**config.mk**
```make
export PLATFORM = sky130hd
export DESIGN_NAME = vga_sync_param_module
export DESIGN_NICKNAME = d
export VERILOG_FILES = /design/src/rtl/vga_timing_pkg.sv /design/src/rtl/vga_delay_line.sv /design/src/rtl/vga_sync_param_module.sv
export SDC_FILE = /design/constraint.sdc
export NUM_CORES = 1
export LEC_CHECK = 0
export CORE_UTILIZATION = 35
export DETAILED_ROUTE_END_ITERATION = 8
export GPL_TIMING_DRIVEN = 0
export PLACE_DENSITY = 0.66
export REMOVE_ABC_BUFFERS = 1
export SYNTH_ARGS = -nofsm -noshare
export SYNTH_HDL_FRONTEND = slang
export SYNTH_SLANG_ARGS = --single-unit
```
**constraint.sdc**
```tcl
create_clock -name CLK -period 4.2 [get_ports CLK]
set_clock_uncertainty 0.05 [all_clocks]
set_input_delay 0.63 -clock CLK [delete_from_list [all_inputs] [get_ports CLK]]
set_output_delay 0.63 -clock CLK [all_outputs]
set_load 0.05 [all_outputs]
```
**src/rtl/vga_timing_pkg.sv**
```systemverilog
// vga_timing_pkg: shared widths and standard VGA timing sets
package vga_timing_pkg;
  localparam int ADDR_W = 11;
  localparam int R_W = 5;
  localparam int G_W = 6;
  localparam int B_W = 5;
  typedef struct packed {
    int active;
    int fp;
    int sync;
    int bp;
  } vga_axis_t;
  localparam vga_axis_t H_640_25 = '{active: 640, fp: 16, sync: 96, bp: 48};
  localparam vga_axis_t V_640_25 = '{active: 480, fp: 10, sync: 2, bp: 33};
  localparam vga_axis_t H_800_40 = '{active: 800, fp: 40, sync: 128, bp: 88};
  localparam vga_axis_t V_800_40 = '{active: 600, fp: 1, sync: 4, bp: 23};
  function automatic int axis_total(vga_axis_t a);
    return a.active + a.fp + a.sync + a.bp;
  endfunction
endpackage

```
**src/rtl/vga_delay_line.sv**
```systemverilog
// vga_delay_line: DEPTH-stage shift register with async clear, wire when DEPTH=0
module vga_delay_line #(
  parameter int DEPTH = 1,
  parameter int WIDTH = 1,
  parameter logic [WIDTH-1:0] CLR = '0
) (
  input  logic             i_clk,
  input  logic             i_rst_n,
  input  logic [WIDTH-1:0] i_d,
  output logic [WIDTH-1:0] o_q
);
  if (DEPTH == 0) begin : g_pass
    assign o_q = i_d;
  end else begin : g_pipe
    logic [WIDTH-1:0] r_pipe [DEPTH];
    // shift one stage per clock, clear every stage to CLR on reset
    always_ff @(posedge i_clk or negedge i_rst_n) begin
      if (!i_rst_n) begin
        for (int i = 0; i < DEPTH; i++) r_pipe[i] <= CLR;
      end else begin
        r_pipe[0] <= i_d;
        for (int i = 1; i < DEPTH; i++) r_pipe[i] <= r_pipe[i-1];
      end
    end
    assign o_q = r_pipe[DEPTH-1];
  end
endmodule

```
**src/rtl/vga_sync_param_module.sv**
```systemverilog
// vga_sync_param_module: parameterised VGA timing generator with latency-matched sync and blanking
module vga_sync_param_module
  import vga_timing_pkg::*;
#(
  parameter int   H_ACTIVE = H_800_40.active,
  parameter int   H_FP     = H_800_40.fp,
  parameter int   H_SYNC   = H_800_40.sync,
  parameter int   H_BP     = H_800_40.bp,
  parameter int   V_ACTIVE = V_800_40.active,
  parameter int   V_FP     = V_800_40.fp,
  parameter int   V_SYNC   = V_800_40.sync,
  parameter int   V_BP     = V_800_40.bp,
  parameter logic H_POL    = 1'b1,
  parameter logic V_POL    = 1'b1,
  parameter int   PIX_LAT  = 1
) (
  input  logic              CLK,
  input  logic              RST_n,
  input  logic              En,
  input  logic [R_W-1:0]    Red_In,
  input  logic [G_W-1:0]    Green_In,
  input  logic [B_W-1:0]    Blue_In,
  output logic              Ready_Sig,
  output logic [ADDR_W-1:0] Column_Addr_Sig,
  output logic [ADDR_W-1:0] Row_Addr_Sig,
  output logic              Frame_Start_Sig,
  output logic [15:0]       Frame_Cnt,
  output logic              HSYNC_Sig,
  output logic              VSYNC_Sig,
  output logic [R_W-1:0]    Red_Sig,
  output logic [G_W-1:0]    Green_Sig,
  output logic [B_W-1:0]    Blue_Sig
);
  localparam logic [11:0] H_ACT  = 12'(H_ACTIVE);
  localparam logic [11:0] H_SS   = 12'(H_ACTIVE + H_FP);
  localparam logic [11:0] H_SE   = 12'(H_ACTIVE + H_FP + H_SYNC);
  localparam logic [11:0] H_LAST = 12'(H_ACTIVE + H_FP + H_SYNC + H_BP - 1);
  localparam logic [11:0] V_ACT  = 12'(V_ACTIVE);
  localparam logic [11:0] V_SS   = 12'(V_ACTIVE + V_FP);
  localparam logic [11:0] V_SE   = 12'(V_ACTIVE + V_FP + V_SYNC);
  localparam logic [11:0] V_LAST = 12'(V_ACTIVE + V_FP + V_SYNC + V_BP - 1);

  logic [ADDR_W-1:0] r_h, r_v;
  logic [15:0]       r_frame_cnt;
  logic              r_hsync, r_vsync;
  logic [R_W-1:0]    r_red;
  logic [G_W-1:0]    r_green;
  logic [B_W-1:0]    r_blue;
  logic [11:0]       w_h, w_v;
  logic              w_live, w_h_last, w_v_last;
  logic [2:0]        w_pipe_in, w_pipe_out;

  // RST_n in the live term keeps the combinational outputs quiet during reset
  assign w_live   = RST_n & En;
  assign w_h      = {1'b0, r_h};
  assign w_v      = {1'b0, r_v};
  assign w_h_last = w_h == H_LAST;
  assign w_v_last = w_v == V_LAST;

  // h/v raster counters and completed-frame count; En low parks the raster at the origin
  always_ff @(posedge CLK or negedge RST_n) begin
    if (!RST_n) begin
      r_h         <= '0;
      r_v         <= '0;
      r_frame_cnt <= '0;
    end else if (!En) begin
      r_h <= '0;
      r_v <= '0;
    end else begin
      r_h <= w_h_last ? '0 : r_h + 11'd1;
      if (w_h_last) r_v <= w_v_last ? '0 : r_v + 11'd1;
      if (w_h_last && w_v_last) r_frame_cnt <= r_frame_cnt + 16'd1;
    end
  end

  assign Column_Addr_Sig = r_h;
  assign Row_Addr_Sig    = r_v;
  assign Frame_Cnt       = r_frame_cnt;
  assign Ready_Sig       = w_live && w_h < H_ACT && w_v < V_ACT;
  assign Frame_Start_Sig = w_live && r_h == '0 && r_v == '0;
  assign w_pipe_in = {w_live && w_h >= H_SS && w_h < H_SE,
                      w_live && w_v >= V_SS && w_v < V_SE,
                      Ready_Sig};

  // the pixel source answers PIX_LAT cycles later; the output stage below adds the last cycle
  vga_delay_line #(.DEPTH(PIX_LAT), .WIDTH(3), .CLR(3'b000)) u_dl (
    .i_clk  (CLK),
    .i_rst_n(RST_n),
    .i_d    (w_pipe_in),
    .o_q    (w_pipe_out)
  );

  // panel-side register stage: apply sync polarity and blank RGB with the matched data-enable
  always_ff @(posedge CLK or negedge RST_n) begin
    if (!RST_n) begin
      r_hsync <= ~H_POL;
      r_vsync <= ~V_POL;
      r_red   <= '0;
      r_green <= '0;
      r_blue  <= '0;
    end else begin
      r_hsync <= w_pipe_out[2] ? H_POL : ~H_POL;
      r_vsync <= w_pipe_out[1] ? V_POL : ~V_POL;
      r_red   <= w_pipe_out[0] ? Red_In : '0;
      r_green <= w_pipe_out[0] ? Green_In : '0;
      r_blue  <= w_pipe_out[0] ? Blue_In : '0;
    end
  end

  assign HSYNC_Sig = r_hsync;
  assign VSYNC_Sig = r_vsync;
  assign Red_Sig   = r_red;
  assign Green_Sig = r_green;
  assign Blue_Sig  = r_blue;
endmodule
```
### Word-level counts from Yosys, hierarchy flattened

Index checks and enable logic that the tools add are counted.

| word-level totals | value |
|---|---|
| register bits | 59 |
| input port bits | 19 |
| output and inout port bits | 58 |
| logic and storage cells | 44 |

| cells by class | value |
|---|---|
| add/subtract/negate cells | 3 |
| $lt $le $gt $ge | 6 |
| equal/unequal tests | 3 |
| muxes and demuxes | 10 |
| bitwise gates (word level) | 1 |
| reductions and logical operators | 12 |

Operators by type and width:

| operator | count |
|---|---|
| two-way mux 11 bit | 5 |
| < comparator 11 x 10 -> 1 bit, second input constant | 4 |
| adder 11 x 1 -> 11 bit, second input constant | 2 |
| >= comparator 11 x 10 -> 1 bit, second input constant | 2 |
| zero test 11 bit | 2 |
| adder 16 x 1 -> 16 bit, second input constant | 1 |
| equality test 11 x 10 -> 1 bit, second input constant | 1 |
| equality test 11 bit, second input constant | 1 |
| two-way mux 5 bit | 2 |
| logical AND 1 bit | 9 |
| two-way mux 6 bit | 1 |
| two-way mux 1 bit | 2 |
| != test 2 x 1 -> 1 bit, second input constant | 1 |
| AND reduction 2 bit | 1 |
| bitwise AND 1 bit | 1 |

### Longest topological paths before layout

Gate-level depths: netlist (run 1).

| logic depth | value |
|---|---|
| word-level depth | 4 |
| depth in mapped cells | 6 |
| mapped depth without buffers | 6 |

### By module

From an unflattened synthesis (run 1), not the netlist that was laid out.

| unflattened totals | value |
|---|---|
| cells, all modules | 262 |
| area, all modules | 2827.7 sq um |

By module, submodules not included:

| module | instances | cells each | area an instance (sq um) | sequential area each (sq um) |
|---|---|---|---|---|
| vga_sync_param_module | 1 | 259 | 2752.6 | 1401.3 |
| vga_delay_line | 1 | 3 | 75.1 | 75.1 |

### Least setup slack after synthesis (run 1)

No wires, ideal clock.

| path | value |
|---|---|
| path kind | register to output |
| start | register r_v[8], in the netlist Row_Addr_Sig[8] |
| end | output port Ready_Sig |
| data arrival time | 2.708 ns |
| data required time | 3.520 ns |
| slack | 0.812 ns |
| cell stages (with the launch flop) | 6 |
| path buffers | 1 |
| cells stage by stage | dfrtp_1 buf_2 nor2_1 nand2_1 a211oi_1 nor4bb_1 |

| between the ends | value |
|---|---|
| cells in the longest elaborated chain, start to end | 2 |

Ends and longest elaborated chain:

| what | RTL line | RTL |
|---|---|---|
| start, declared | vga_sync_param_module.sv:43 | `logic [ADDR_W-1:0] r_h, r_v;` |
| start signal, assigned | vga_sync_param_module.sv:71 | `if (w_h_last) r_v <= w_v_last ? '0 : r_v + 11'd1;` |
| < comparator 11 x 10 -> 1 bit | vga_sync_param_module.sv:79 | `assign Ready_Sig = w_live && w_h < H_ACT && w_v < V_ACT;` |
| logical AND 1 bit | vga_sync_param_module.sv:79 |  |
| end, declared | vga_sync_param_module.sv:23 | `output logic Ready_Sig,` |

Every way passes these cells.

### Worst setup path after layout (run 1)

| path | value |
|---|---|
| start | input port RST_n |
| end | output port Ready_Sig |

| between the ends | value |
|---|---|
| cells in the longest elaborated chain, start to end | 3 |

Ends and longest elaborated chain:

| what | RTL line | RTL |
|---|---|---|
| start, declared | vga_sync_param_module.sv:18 | `input logic RST_n,` |
| bitwise AND 1 bit | vga_sync_param_module.sv:54 | `assign w_live = RST_n & En;` |
| logical AND 1 bit (2 in a row) | vga_sync_param_module.sv:79 |  |

Every way passes these cells.

==> results.txt, run 1 <==
Worst vdd ir: 0.143 mV
Area contributors post-synth: dfrtp_1, xor2_1, and2_1
WP data required: 3520 ps
P&R area growth vs syn: 38.0%
Nets@finish: 367
GRT Total Usage: 16.3%
Vias per cell: 4.92
Largest net degree at the start of global routing: 33
Crit Path Max Fanout: 32
Synth area leader: dfrtp_1
Mux share of post-synthesis cell area: 0.412%
Largest family of logic cells by synthesized area: simple AND/OR/NAND/NOR gates
Drt initial violations: 118
Slew Viols, Final: 0
Core ar.: 7410 um2
Die W: 90.4 um
Filler cells: 681
Final worst path period share: 92.9%
Synthesized netlist cell count: 263
Worst r2r path cells: 5
Detail Placement HPWL: 4.32 mm
Std cell rows: 31
Final std cells w/o fill: 446
Final setup vio count: 0
CP Class: in2out
Crit path DAT: 3220 ps
Synthesized area per cell: 10.4 um2
Fin. Hold Viols: 0
Fin Setup TNS: 0 ps
# H-tree levels: 3
Final wirelength: 6.19 mm
Via count: 2196
Placer Congestion: 0.822
Synth cell types: 37
Post-CTS setup buffers: 0
Inserted Clock Buffers: 9
Clock root cell: clkbuf_8
Gr ovfl total: 0
Drt drc: 0
Fin util: 50.9%
Synth top cells by count: dfrtp_1, nand2_1, and2_1, nor3_1, nor2_1
First-pass iteration count of the detailed router: 4
Top-count cell post-synth: dfrtp_1
Antenna violations before repair: 0
Worst-path clk slew: 70 ps
Seq/Total Area, Yosys: 54.0%
Max-cap violations: 0
Routed Antenna Nets: 0
TritonCTS clock tree: yes
Netlist Area Pre-Place: 2730 um2
Die footprint: 8160 um2
Yosys top cell area share: 54.0%
Simple-Gate Fraction of Synth Area: 25.7%
ANT cells: 0
Clk sinks: 59
Post-synth EDFFs: 0
Static leakage: 1.62 nW
Synth warnings: 0
CP endpoint kind: output port
PostCTS Resize Cnt: 0
# hold bufs at CTS: 0
Avg WL per Cell: 13.9 um
PwrDens: 306 nW/um2
Min Clock Period, post-route: 3900 ps
Slew @ Worst Pin: 683 ps
Clock Latency Late Sink: 330 ps
Hold Crit Class: in2async
Seq cells post-synth: 59
Port-buffer cells: 76
Post-Synth XOR/XNOR Area: 8.65%
IO Pins: 77
Initial Util: 36.9%
Synth Area in Compound Gates: 5.27%
Post-synthesis adder-cell area fraction: 2.75%
Highest clock rate: 0.256 GHz
Status: complete, no violations
Ys flop type: dfrtp_1
Fraction of layout cells with a size suffix above 1: 6.92%
CTS max path bufs: 2
Number of global-route vias before repair: 2107
Slew HR: 54.5%
Inst Count DP: 430
Share of synthesized registers carrying an async set or reset: 100%
Die Y: 90.4 um
Critical Path Start Type: primary input
RSZ-0062 raised after global routing: no
First-pass GRT wire length: 10.6 mm
==> per-stage QoR <==
step           setup WS (ps)  total power, mW  hold WS (ps)  instance area [um2]
3_5_place_dp             195            0.701           286                 3590
3_3_place_gp           -1690            0.699           286                 3580
4_1_cts                  212             1.18           298                 3770
5_1_grt                 68.2             1.21           321                 3770
2_1_floorplan            862            0.645           281                 2690
6_report                 297             1.16           284                 3770
==> final timing paths <==
kind	from	slack [ps]	endpoint
max in group asynchronous	RST_n	3210	Column_Addr_Sig[5]$_DFF_PN0_
hold reg to reg	u_dl.o_q[2]$_DFF_PN0_	300	HSYNC_Sig$_DFF_PN0_
hold / removal	RST_n	280	Frame_Cnt[12]$_DFFE_PN0P_
setup / recovery	RST_n	300	Ready_Sig
min in group CLK	u_dl.o_q[2]$_DFF_PN0_	300	HSYNC_Sig$_DFF_PN0_
setup reg to reg	Row_Addr_Sig[0]$_DFFE_PN0P_	1860	Frame_Cnt[1]$_DFFE_PN0P_
==> registers in the layout, indices dropped and copies added, names as in the netlist <==
signal	flops
HSYNC_Sig	1
VSYNC_Sig	1
Frame_Cnt	16
Blue_Sig	5
u_dl.o_q	3
Row_Addr_Sig	11
Column_Addr_Sig	11
Red_Sig	5
Green_Sig	6
==> worst max-delay path: stages <==
cell and delay [ps]:
buf_2 530, buf_12 290, nand2_1 120, a211oi_1 310, nor4bb_1 410, clkdlybuf4s50_1 910
==> logic make-up after synthesis <==
| kind of cell | Yosys count |
|---|---|
| mux | 1 |
| buf+inv | 21 |
| fa+ha+maj | 6 |
| simple gates | 126 |
| flops | 59 |
| xor+xnor | 27 |
| compound gates | 23 |
==> power by group <==
group / switching [mW] / internal, mW
clock network: 0.223 / 0.244
registers: 0.00724 / 0.577
logic: 0.0643 / 0.0397
==> routing by layer <==
metal,part of all wire (%),GRT usage [%],wire [um]
met1,50,22.5,3070
met2,44,24.5,2730
met3,5.5,4.04,340
met4,0.98,6.45,61
met5,0,0,0
==> placed cells by master (no fill, tap or decap), drive strengths merged, types with 5 or more instances in the layout <==
cell type,n
a21oi,5
xor2,16
nor4,9
nor2,17
and4,5
nand4,7
clkdlybuf4s50,75
nor3,19
nand3,16
and2,18
inv,12
xnor2,11
clkbuf,12
nand2,22
ha,6
dfrtp,59
o21ai,9
==> area by class of cell <==
| class | count | area (um2) | area share, % |
|---|---|---|---|
| multi-input cells | 183 | 1170 | 31.0 |
| flip-flops and latches | 59 | 1480 | 39.2 |
| well taps | 99 | 124 | 3.28 |
| repair buffers | 77 | 776 | 20.6 |
| inverters | 12 | 45.0 | 1.19 |
| clock inverters | 4 | 25.0 | 0.664 |
| clock buffers | 12 | 155 | 4.11 |
No activity file was read; power rests on OpenSTA's default activity.
==> run 2, diff against run 1 <==
- PLACE_DENSITY: 0.66 -> not set
==> results.txt, run 2 (synthesis gave the netlist of run 1 again) <==
Crit Path Max Fanout: 30 (was 32)
Filler cells: 689 (was 681)
Nets@finish: 367 (unchanged)
Max-cap violations: 0 (unchanged)
Fin. Hold Viols: 0 (unchanged)
WP data required: 3520 ps (about the same)
Detail Placement HPWL: 4.33 mm (was 4.32 mm)
Avg WL per Cell: 14.2 um (was 13.9 um)
Worst vdd ir: 0.119 mV (was 0.143 mV)
RSZ-0062 raised after global routing: no (unchanged)
Number of global-route vias before repair: 2196 (was 2107)
Critical Path Start Type: primary input (unchanged)
Clk sinks: 59 (unchanged)
CP Class: in2out (unchanged)
Min Clock Period, post-route: 3770 ps (was 3900 ps)
Fraction of layout cells with a size suffix above 1: 7.20% (was 6.92%)
PwrDens: 306 nW/um2 (about the same)
P&R area growth vs syn: 37.9% (was 38.0%)
Slew @ Worst Pin: 710 ps (was 683 ps)
Clock Latency Late Sink: 340 ps (was 330 ps)
PostCTS Resize Cnt: 0 (unchanged)
GRT Total Usage: 17.2% (was 16.3%)
Antenna violations before repair: 0 (unchanged)
Largest net degree at the start of global routing: 32 (was 33)
# hold bufs at CTS: 0 (unchanged)
Tot Pwr: 1.15 mW (was 1.16 mW)
Core ar.: 7410 um2 (unchanged)
Initial Util: 36.9% (unchanged)
Drt drc: 0 (unchanged)
Die W: 90.4 um (unchanged)
Die footprint: 8160 um2 (unchanged)
Port-buffer cells: 76 (unchanged)
Gr ovfl total: 0 (unchanged)
First-pass GRT wire length: 11.2 mm (was 10.6 mm)
Die Y: 90.4 um (unchanged)
Most common cell after layout, fill and taps aside: clkdlybuf4s50_1 (unchanged)
Area after DPL: 3590 um2 (unchanged)
Highest clock rate: 0.265 GHz (was 0.256 GHz)
Final setup vio count: 0 (unchanged)
Worst-path clk slew: 70 ps (about the same)
Setup ws final: 431 ps (was 297 ps)
Slew Viols, Final: 0 (unchanged)
CTS max path bufs: 2 (unchanged)
Fin Setup TNS: 0 ps (unchanged)
ANT cells: 0 (unchanged)
Inserted Clock Buffers: 9 (unchanged)
CP endpoint kind: output port (unchanged)
Final wirelength: 6.31 mm (was 6.19 mm)
Via count: 2212 (was 2196)
Drt initial violations: 65 (was 118)
Max reg flops: 16 (unchanged)
Most frequent cells in the layout: clkdlybuf4s50_1, dfrtp_1, nand2_1, and2_1, nor3_1 (unchanged)
Hold Crit Class: in2async (unchanged)
Std cell rows: 31 (unchanged)
Vias per cell: 4.96 (was 4.92)
Final worst path period share: 89.7% (was 92.9%)
IO Pins: 77 (unchanged)
Pre-CTS worst setup slack: 319 ps (was 195 ps)
First-pass iteration count of the detailed router: 4 (unchanged)
Status: complete, no violations (unchanged)
Crit path DAT: 3090 ps (was 3220 ps)
TritonCTS clock tree: yes (unchanged)
Routed Antenna Nets: 0 (unchanged)
Placer Congestion: 0.809 (was 0.822)
Static leakage: 1.61 nW (was 1.62 nW)
Slew HR: 52.7% (was 54.5%)
Final Cell Area: 3770 um2 (about the same)
Clock root cell: clkbuf_8 (unchanged)
Post-CTS setup buffers: 0 (unchanged)
# H-tree levels: 3 (unchanged)
[run 2: cell count changes in the layout (fill, tap and decap cells not counted)]
cell / change
clkbuf_1: -1
clkbuf_8: -2
clkinv_2: -1
clkinv_4: +2
clkinvlp_4: +1
inv_6: +1
[run 2: worst paths after layout]
path | end | from | cells after the start | slack, ps
max reg2reg | Frame_Cnt[1]$_DFFE_PN0P_ | Row_Addr_Sig[0]$_DFFE_PN0P_ | 5 | 1770
min in group CLK | VSYNC_Sig$_DFF_PN0_ | u_dl.o_q[1]$_DFF_PN0_ | 0 | 310
min reg2reg | VSYNC_Sig$_DFF_PN0_ | u_dl.o_q[1]$_DFF_PN0_ | 0 | 310
max in group asynchronous | Red_Sig[2]$_DFF_PN0_ | RST_n | 2 | 3220
max | Ready_Sig | RST_n | 5 | 430
min | Frame_Cnt[12]$_DFFE_PN0P_ | RST_n | 1 | 280
[run 2: power by group]
group / internal, mW / switching, mW / leakage (nW)
Clock: 0.216 / 0.248 / 0.0818
Sequential: 0.577 / 0.00727 / 0.795
Combinational: 0.0398 / 0.0643 / 0.734
[run 2: area by class of cell]
type | count | area [um2] | share of cell area, %
sequential | 59 | 1480 | 39.2
multi-input combinational | 183 | 1170 | 31.0
tap | 99 | 124 | 3.29
clock inverter | 7 | 53.8 | 1.43
timing repair buffer | 77 | 776 | 20.6
inverter | 12 | 45.0 | 1.20
clock buffer | 9 | 124 | 3.29
[run 2: critical path: stages]
cell and delay [ps]:
buf_2 550, nand2_1 220, a211oi_1 310, nor4bb_1 470, clkdlybuf4s50_1 900
[run 2: per-stage QoR]
step,hold slack (ps),cells,util [%]
6_report,280,446,50.9
3_5_place_dp,289,430,48.5
3_3_place_gp,285,429,48.3
5_1_grt,320,446,50.9
2_1_floorplan,281,254,-
4_1_cts,297,446,50.9
[run 2: per-layer routing]
metal / wire [um] / global-route usage [%] / vias up
met5: 0 / 0 / -
met4: 109 / 6.72 / 0
met3: 466 / 5.81 / 12
met2: 2710 / 24.2 / 85
met1: 3020 / 24.3 / 1037
li1: - / - / 1078
==> RTL change, RTL diff (config.mk and constraints of run 2) <==
Set the parameter `V_POL` to 1'b0 (it was 1'b1).
--- a/src/rtl/vga_sync_param_module.sv
+++ b/src/rtl/vga_sync_param_module.sv
@@ -12,5 +12,5 @@
   parameter int   V_BP     = V_800_40.bp,
   parameter logic H_POL    = 1'b1,
-  parameter logic V_POL    = 1'b1,
+  parameter logic V_POL    = 1'b0,
   parameter int   PIX_LAT  = 1
 ) (
Formal check against the unedited RTL: not equivalent (Yosys sat finds a counterexample within 4 cycles, from zero or initial values and one cycle with RST_n low).
==> RTL change against run 2 <==
  * Global-route usage down 0.52 points
  * Area after synthesis up 5.6%
  * Worst setup slack worse by 0.11 ns
  * Wire length up 6.2%
  * Critical path depth up 1
  * Via count up 4.5%
  * Sequential power up 1%
  * Fmax down 2.9%
  * Design area up 3.7%
  * Sequential share of layout area down 1.4 points
  * Sequential cell count unchanged
  * Total power up 5.9%
  * Non-clock buffer count unchanged
  * Highest routed layer unchanged
==> RTL change: results (changes against run 2) <==
** Logic synthesis
- The distinct cell type count after synthesis came to 43 (+16%).
- Ranked by total cell area, the synthesized netlist is headed by dfrtp_1, xor2_1, and2_1, xnor2_1, nand2_1.
- The proportion of synthesized chip area in sequential cells was 51.2% (-2.8 points).
- The yosys synthesis warning count came to 0 (unchanged).
- Sorting the synthesized cells by how often they occur yields dfrtp_1, nand2_1, nand3_1, nor2_1, and2_1.

** Detailed routing
- The final routed wirelength across all metal layers was 6710 um (+6.2%).
- The violation count after the first detailed-routing iteration came to 64 (-1.5%).
- Vias per std cell :: 5.05 (+1.7%)

** Outcome
- Result of the run :: finished, final reports clean

** GRT
- Global-route total usage across every layer :: 16.7% (-0.52 points)
- Vias in the first global route :: 2243 (+2.1%)
- The global-route wire length before repair was 11100 um (-1.2%).
- The pin count of the biggest net entering global routing came to 38 (+19%).

** Final layout
- Share of final-layout standard cells stronger than drive strength 1 :: 9.27% (+2.1 points)
- Net count of the finished layout :: 376 (+2.5%)
- N_diodes :: 0 (unchanged)
- Number of flip-flops under the largest register name :: 16 (unchanged)

** Clock tree
- Post-CTS repair timing setup buffer count :: 0 (unchanged)
- The number of buffers created by CTS is 9 (unchanged).
- The later pin in the worst-skew pair is clocked with a latency of ~0.33 ns.
- Clock Tree Root :: clkbuf_8

** Worst hold path
- Hold-critical path depth :: 0
- Kind of path behind the tightest hold check :: reg -> reg

** Placed design
- The final weighted congestion in routability-driven placement is 0.794 (-1.9%).
- HPWL reported at the end of detailed placement :: 4670 um (+7.8%)
- The instance area at placement was 3710 sq um (+3.4%).

** Pwr
- Combinational power share :: 9.6% (+0.6 points)
- The share of total power consumed by net switching is 25.4% (-2.4 points).
- Leakage Power :: 0.00164 uW (+2.1%)
- The worst IR drop on VDD is 0.000158 V (+33%).

** Critical path
- Highest net fanout along the worst path :: 14 (-53%)
- Crit path DAT :: 3.20 ns (+0.11 ns)
- Logic depth of the worst register-to-register path :: 4 (-1)

** STA
- The relative slew slack came to 38.0% (-15 points).
==> RTL change: layout make-up <==
class | count | area (sq um)
clock inverters | 5 | 52.6
repair buffers | 77 | 783
multi-input cells | 191 | 1280
flip-flops and latches | 59 | 1480
inverters | 13 | 48.8
clock buffers | 11 | 141
well taps | 102 | 128
fillers | 772 | 3940
==> RTL change: worst paths after layout <==
path	startpoint	to	slack (ns)
setup / recovery	En	Ready_Sig	0.32
hold / removal	u_dl.o_q[2]	HSYNC_Sig	0.30
setup reg to reg	Row_Addr_Sig[7]	Frame_Cnt[12]	1.65
hold reg to reg	u_dl.o_q[2]	HSYNC_Sig	0.30
max in group asynchronous	RST_n	Column_Addr_Sig[8]	3.11
min in group asynchronous	RST_n	Frame_Cnt[13]	0.37
==> RTL change: critical path, delay by kind of cell <==
kind	cells	cell delay, ns
buffers and inverters	2	1.71
AO/OA/AOI/OAI	1	0.33
AND/OR/NAND/NOR	3	0.52
==> RTL change: logic make-up after synthesis <==
family	synth area share, %
xor gates and xnor gates	7.59
buffers and inverters	4.55
and+or+nand+nor	29.0
DFF	51.2
muxes	0.390
adders and majority gates	2.60
AOI/OAI and AO/OA	4.68
==> RTL change: power groups by stage <==
stage / Clock [uW] / Sequential [uW] / Combinational, uW
after floorplan: 0 / 635 / 22.3
after global placement: 0 / 601 / 115
after detailed placement: 0 / 601 / 119
after CTS: 529 / 590 / 119
after global routing: 561 / 592 / 126
final: 513 / 590 / 118
==> RTL change: through the flow <==
stage / setup WS (ns) / setup TNS (ns) / hold slack [ns] / cells
floorplan: 1.14 / 0 / 0.281 / 263
global placement: -1.59 / -3.41 / 0.283 / 441
detailed placement: 0.305 / 0 / 0.286 / 442
CTS: 0.305 / 0 / 0.301 / 458
global route: 0.134 / 0 / 0.309 / 458
finish: 0.319 / 0 / 0.300 / 458
==> RTL change: routing by layer <==
metal | vias to the layer above | wire [um] | global-route usage (%)
li1 | 1111 | - | -
met4 | 0 | 93 | 6.79
met2 | 107 | 2920 | 25.4
met3 | 10 | 472 | 4.35
met5 | - | 0 | 0
met1 | 1083 | 3220 | 22.5
